===== config.mk =====
export PLATFORM = sky130hd
export DESIGN_NAME = uart_rx_ctrl
export DESIGN_NICKNAME = d
export VERILOG_FILES = /design/src/rtl/uart_pkg.sv /design/src/rtl/uart_rx_sync.sv /design/src/rtl/uart_rx_ctrl.sv
export SDC_FILE = /design/constraint.sdc
export NUM_CORES = 1
export LEC_CHECK = 0
export ABC_CLOCK_PERIOD_IN_PS = 2250
export BUFFER_PORTS_ARGS = -buffer_cell sky130_fd_sc_hd__buf_2
export CAP_MARGIN = 10
export CORE_ASPECT_RATIO = 0.6
export CORE_MARGIN = 4
export CORE_UTILIZATION = 36
export DETAILED_ROUTE_END_ITERATION = 12
export PLACE_DENSITY = 0.65
export RECOVER_POWER = 100
export SLEW_MARGIN = 10
export SYNTH_ARGS = -nofsm -noshare
export SYNTH_HDL_FRONTEND = slang
export SYNTH_SLANG_ARGS = --single-unit

===== constraint.sdc =====
create_clock -name clk -period 2.25 [get_ports clk]
set_input_delay 0.225 -clock clk [delete_from_list [all_inputs] [get_ports clk]]
set_output_delay 0.225 -clock clk [all_outputs]
set_load 0.1 [all_outputs]

===== src/rtl/uart_pkg.sv =====
// Shared types and constants for the UART receive path.
package uart_pkg;

  typedef enum logic [2:0] {
    IDLE  = 3'd0,
    START = 3'd1,
    DATA  = 3'd2,
    PAR   = 3'd3,
    STOP  = 3'd4
  } state_e;

  localparam int PAR_NONE = 0;
  localparam int PAR_EVEN = 1;
  localparam int PAR_ODD  = 2;

endpackage


===== src/rtl/uart_rx_sync.sv =====
// Two-flop synchroniser for the serial line plus falling-edge detect.
// All flops reset to 1 (idle line level).
module uart_rx_sync (
  input  logic clk,
  input  logic areset,
  input  logic rx,
  output logic rx_s,
  output logic rx_fall
);

  logic rx_m_q;
  logic rx_s_q;
  logic rx_prev_q;

  always_ff @(posedge clk) begin
    if (areset) begin
      rx_m_q    <= 1'b1;
      rx_s_q    <= 1'b1;
      rx_prev_q <= 1'b1;
    end else begin
      rx_m_q    <= rx;
      rx_s_q    <= rx_m_q;
      rx_prev_q <= rx_s_q;
    end
  end

  assign rx_s    = rx_s_q;
  assign rx_fall = rx_prev_q & ~rx_s_q;

endmodule


===== src/rtl/uart_rx_ctrl.sv =====
// UART receive sequencer: start/data/parity/stop framing driven by the
// oversample tick, with divider re-phasing on each start edge.
module uart_rx_ctrl
  import uart_pkg::*;
#(
  parameter int DATA_BITS  = 8,
  parameter int OVERSAMPLE = 16,
  parameter int PARITY     = PAR_NONE
) (
  input  logic                 clk,
  input  logic                 areset,
  input  logic                 tick_en,
  input  logic                 rx,
  output logic                 div_sync,
  output logic [DATA_BITS-1:0] data,
  output logic                 data_valid,
  output logic                 frame_err,
  output logic                 parity_err,
  output logic                 busy
);

  localparam int CW = $clog2(OVERSAMPLE);
  localparam int BW = $clog2(DATA_BITS + 1);
  localparam logic [CW-1:0] CNT_MID  = CW'(OVERSAMPLE / 2 - 1);
  localparam logic [CW-1:0] CNT_END  = CW'(OVERSAMPLE - 1);
  localparam logic [BW-1:0] BIT_LAST = BW'(DATA_BITS - 1);
  localparam logic          ODD_SEL  = (PARITY == PAR_ODD);
  localparam logic          HAS_PAR  = (PARITY != PAR_NONE);

  logic rx_s;
  logic rx_fall;

  uart_rx_sync u_sync (
    .clk     (clk),
    .areset  (areset),
    .rx      (rx),
    .rx_s    (rx_s),
    .rx_fall (rx_fall)
  );

  state_e               state_q;
  logic [CW-1:0]        cnt_q;
  logic [BW-1:0]        bit_q;
  logic [DATA_BITS-1:0] shift_q;
  logic [DATA_BITS-1:0] data_q;
  logic                 par_bad_q;
  logic                 data_valid_q;
  logic                 frame_err_q;
  logic                 parity_err_q;

  // Asserted in the same cycle the edge is seen, so any tick_en in that
  // cycle lands while still in IDLE and is not counted.
  assign div_sync   = (state_q == IDLE) && rx_fall;
  assign data       = data_q;
  assign data_valid = data_valid_q;
  assign frame_err  = frame_err_q;
  assign parity_err = parity_err_q;
  assign busy       = (state_q != IDLE);

  always_ff @(posedge clk) begin
    if (areset) begin
      state_q      <= IDLE;
      cnt_q        <= '0;
      bit_q        <= '0;
      shift_q      <= '0;
      data_q       <= '0;
      par_bad_q    <= 1'b0;
      data_valid_q <= 1'b0;
      frame_err_q  <= 1'b0;
      parity_err_q <= 1'b0;
    end else begin
      data_valid_q <= 1'b0;
      frame_err_q  <= 1'b0;
      parity_err_q <= 1'b0;
      case (state_q)
        IDLE: begin
          if (rx_fall) begin
            cnt_q     <= '0;
            par_bad_q <= 1'b0;
            state_q   <= START;
          end
        end
        START: begin
          if (tick_en) begin
            if (cnt_q == CNT_MID) begin
              cnt_q   <= '0;
              bit_q   <= '0;
              state_q <= rx_s ? IDLE : DATA;
            end else begin
              cnt_q <= cnt_q + CW'(1);
            end
          end
        end
        DATA: begin
          if (tick_en) begin
            if (cnt_q == CNT_END) begin
              cnt_q   <= '0;
              shift_q <= {rx_s, shift_q[DATA_BITS-1:1]};
              if (bit_q == BIT_LAST) begin
                bit_q   <= '0;
                state_q <= HAS_PAR ? PAR : STOP;
              end else begin
                bit_q <= bit_q + BW'(1);
              end
            end else begin
              cnt_q <= cnt_q + CW'(1);
            end
          end
        end
        PAR: begin
          if (tick_en) begin
            if (cnt_q == CNT_END) begin
              cnt_q     <= '0;
              par_bad_q <= ((^shift_q) ^ rx_s) != ODD_SEL;
              state_q   <= STOP;
            end else begin
              cnt_q <= cnt_q + CW'(1);
            end
          end
        end
        STOP: begin
          if (tick_en) begin
            if (cnt_q == CNT_END) begin
              cnt_q   <= '0;
              state_q <= IDLE;
              if (rx_s && !par_bad_q) begin
                data_q       <= shift_q;
                data_valid_q <= 1'b1;
              end else begin
                frame_err_q  <= ~rx_s;
                parity_err_q <= par_bad_q;
              end
            end else begin
              cnt_q <= cnt_q + CW'(1);
            end
          end
        end
        default: state_q <= IDLE;
      endcase
    end
  end

endmodule

==> impl_results.md <==
- Die X: 93.7 um
- Boundary pin count: 17
- Final Cycle Share: 95.2%
- Critical path peak fanout: 15
- Synth cell types: 42
- GRT Total Usage: 12.4%
- Register area: 681 um^2
- Antenna violations before repair: 0
- Sink Count: 34
- Primary FF master, synth: dfxtp_1
- Total number of vias: 1,294
- Critical Path, Cell by Cell: or3_4 -> nor3b_4 -> clkbuf_2
- Final net count: 194
- Vias per cell: 5.20
- Layout fillers: 420
- Share of power burned in registers: 49.4%
- Setup TNS: 0 ns
- Insertion delay to the later sink of the worst-skew pair: 0.29 ns
- Worst slew pin tran: 1.18 ns
- Hold Fails Final Rpt: 0
- H-tree levels: 2
- Final instance area: 1840 um^2
- Fin util: 43.9%
- CTS Buffer Depth: 2
- DP Area: 1750 um^2
- Crit path kind: reg -> out
- Clk root buf: clkbuf_8
- Slowest CP cell: clkbuf_2
- Synth top area cells: dfxtp_1 43%, mux2i_1 11%, nor2_1 5.2%, xnor2_1 5.0%, a21oi_1 2.5%
- Cell area power density: 670 nW/um^2
- Vias in the first global route: 1,026
- Clk network pwr share: 45.5%
- Most frequent cells in the layout: 34 x dfxtp_1, 22 x nor2_1, 18 x mux2i_1, 12 x clkbuf_1, 9 x xnor2_1
- WHS: 0.117 ns
- Initial Utilization: 37.9%
- Post-route ant nets: 0
- Rel. slew slack: 21.8%
- WL per Instance: 13.1 um
- Status: finished, final reports clean
- Peak per-stage delay on the critical path: 0.49 ns
- Period minus WS final: 2.14 ns
- IO buf count: 16
- Post-synth net total: 175
- Commonest non-fill, non-tap cell in the layout: dfxtp_1
- GRT overflow: 0
- Static Leak: 0.674 nW
- Drt total wl: 3.26 mm
- Worst Hold Class: in -> reg
- Startpoint Class: flop
- Switching Share: 22.8%
- Cell count after synthesis: 169
- Worst Skew: 0.0126 ns
- Synth warnings: 0
- Drc violations: 0
- Total power: 1.23 mW
- Largest net degree at the start of global routing: 31
- Post-cts resize count: 0
- Max-slew violation count: 0
- Row count: 18
- Leading area contributor after synthesis: dfxtp_1
- P_sw: 0.281 mW
- Reg clk slew, reported paths: 0.07 ns
- CTS Buf Count: 5
- Share of cells above drive strength 1: 15.9%
- Worst VDD drop: 0.326 mV
- Fmax: 467 MHz
- First-pass GRT wire length: 5.27 mm
- Data required, critical path: 2.03 ns
- N_diodes: 0
- Type of element capturing the critical path: output pin
- RSZ-0062 raised after global routing: false
- Hold-fix buffer count after cts: 0
- Core Area: 4190 um^2
- Die ar.: 5570 um^2
- Mapped Avg Cell Area: 9.39 um^2
- Multi-input gate area: 872 um^2
- Top cell type's share of synthesized area: 42.9%
- Seq cells post-synth: 34
- Layout area overhead: 16.0%
- Comb pwr share: 5.1%
- Maxcap violations: 0
- CTS tree: done
- Detailed Place HPWL: 2.24 mm
- Setup violations, final: 0
- Height of the die: 59.4 um
- Crit. Startpoint: state_q[1]$_SDFFE_PP0P_
- RR Startpoint: state_q[0]$_SDFFE_PP0P_
- Sequential share of the synthesized area: 42.9%
- GPL Wtd Cong: 0.761
- Int Pwr: 0.952 mW
- Setup bufs post-CTS: 0
- Critical path arrival: 1.92 ns
- Mapped cell area: 1590 um^2
- Initial DRC Count: 133
- Asr flop ratio synth: 0%
- Post-synth EDFFs: 0
- Pre-antenna DRT Iters: 4
- HP Start: rx
## logic make-up after synthesis
kind of cell / after synthesis / synth area share, %
AO/OA/AOI/OAI: 27 / 10.7
flip-flops: 34 / 42.9
AND/OR/NAND/NOR: 68 / 24.8
adder cells (fa/ha/maj): 2 / 1.58
multiplexers: 18 / 11.4
XOR/XNOR: 10 / 5.52
buffers and inverters: 10 / 3.15
## synthesized netlist by cell type, types with 2 or more instances
cell type,instances
a21oi_1,8
or4_1,2
nand2_1,8
nand3_1,6
clkbuf_1,4
nor2b_1,3
ha_1,2
buf_2,4
nor2_1,22
nor3_1,3
a31oi_1,2
mux2i_1,18
or3b_2,2
or2_2,4
xnor2_1,9
and2_1,2
nand4b_1,2
dfxtp_1,34
or3_1,2
nor3b_1,4
o21ai_0,7
## cell type report
class | count | share of cell area, %
Sequential cell | 34 | 37.0
Clock buffer | 5 | 3.74
Multi-Input combinational cell | 125 | 47.4
Clock inverter | 3 | 2.18
Inverter | 1 | 0.204
Timing Repair Buffer | 21 | 5.44
Tap cell | 60 | 4.08
## flip-flops by register name, indices dropped and copies added (netlist names)
register	cells
u_sync.rx_prev_q	1
u_sync.rx_m_q	1
u_sync.rx_s	1
parity_err	1
state_q	3
shift_q	8
par_bad_q	1
frame_err	1
data	8
data_valid	1
bit_q	4
cnt_q	4
## power by group through the flow
stage	sequential (mW)	clock, mW	combinational [mW]
final	0.609	0.561	0.0630
after global routing	0.609	0.593	0.0682
after CTS	0.609	0.566	0.0643
after detailed placement	0.623	0	0.0641
after global placement	0.623	0	0.0645
after floorplan	0.621	0	0.0493
## final timing paths
path                                            endpoint  slack, ns  cells past startpoint
worst max-delay path                            div_sync       0.11                      3
worst min-delay path            u_sync.rx_m_q$_SDFF_PP1_       0.12                      2
worst max register to register     bit_q[3]$_SDFFE_PP0P_       0.15                      4
worst min register to register    u_sync.rx_s$_SDFF_PP1_       0.41                      1
## routing by layer
layer,GRT usage [%],share of wire [%]
met4,4.94,1.5
met3,4.19,5.8
met2,13.9,38
met5,0,0
met1,20.1,55
## critical path, delay by kind of cell (launching register included)
kind	cells	cell delay, ns
flip-flops	1	0.46
AND/OR/NAND/NOR	2	0.68
buffers and inverters	1	0.49
## stage by stage
step,setup WS (ns),cells
after detailed placement,0.136,241
after global placement,0.167,241
after floorplan,0.00424,169
final,0.107,249
after CTS,0.0830,249
after global routing,0.00431,249
Power figures use the tool's default switching activity.
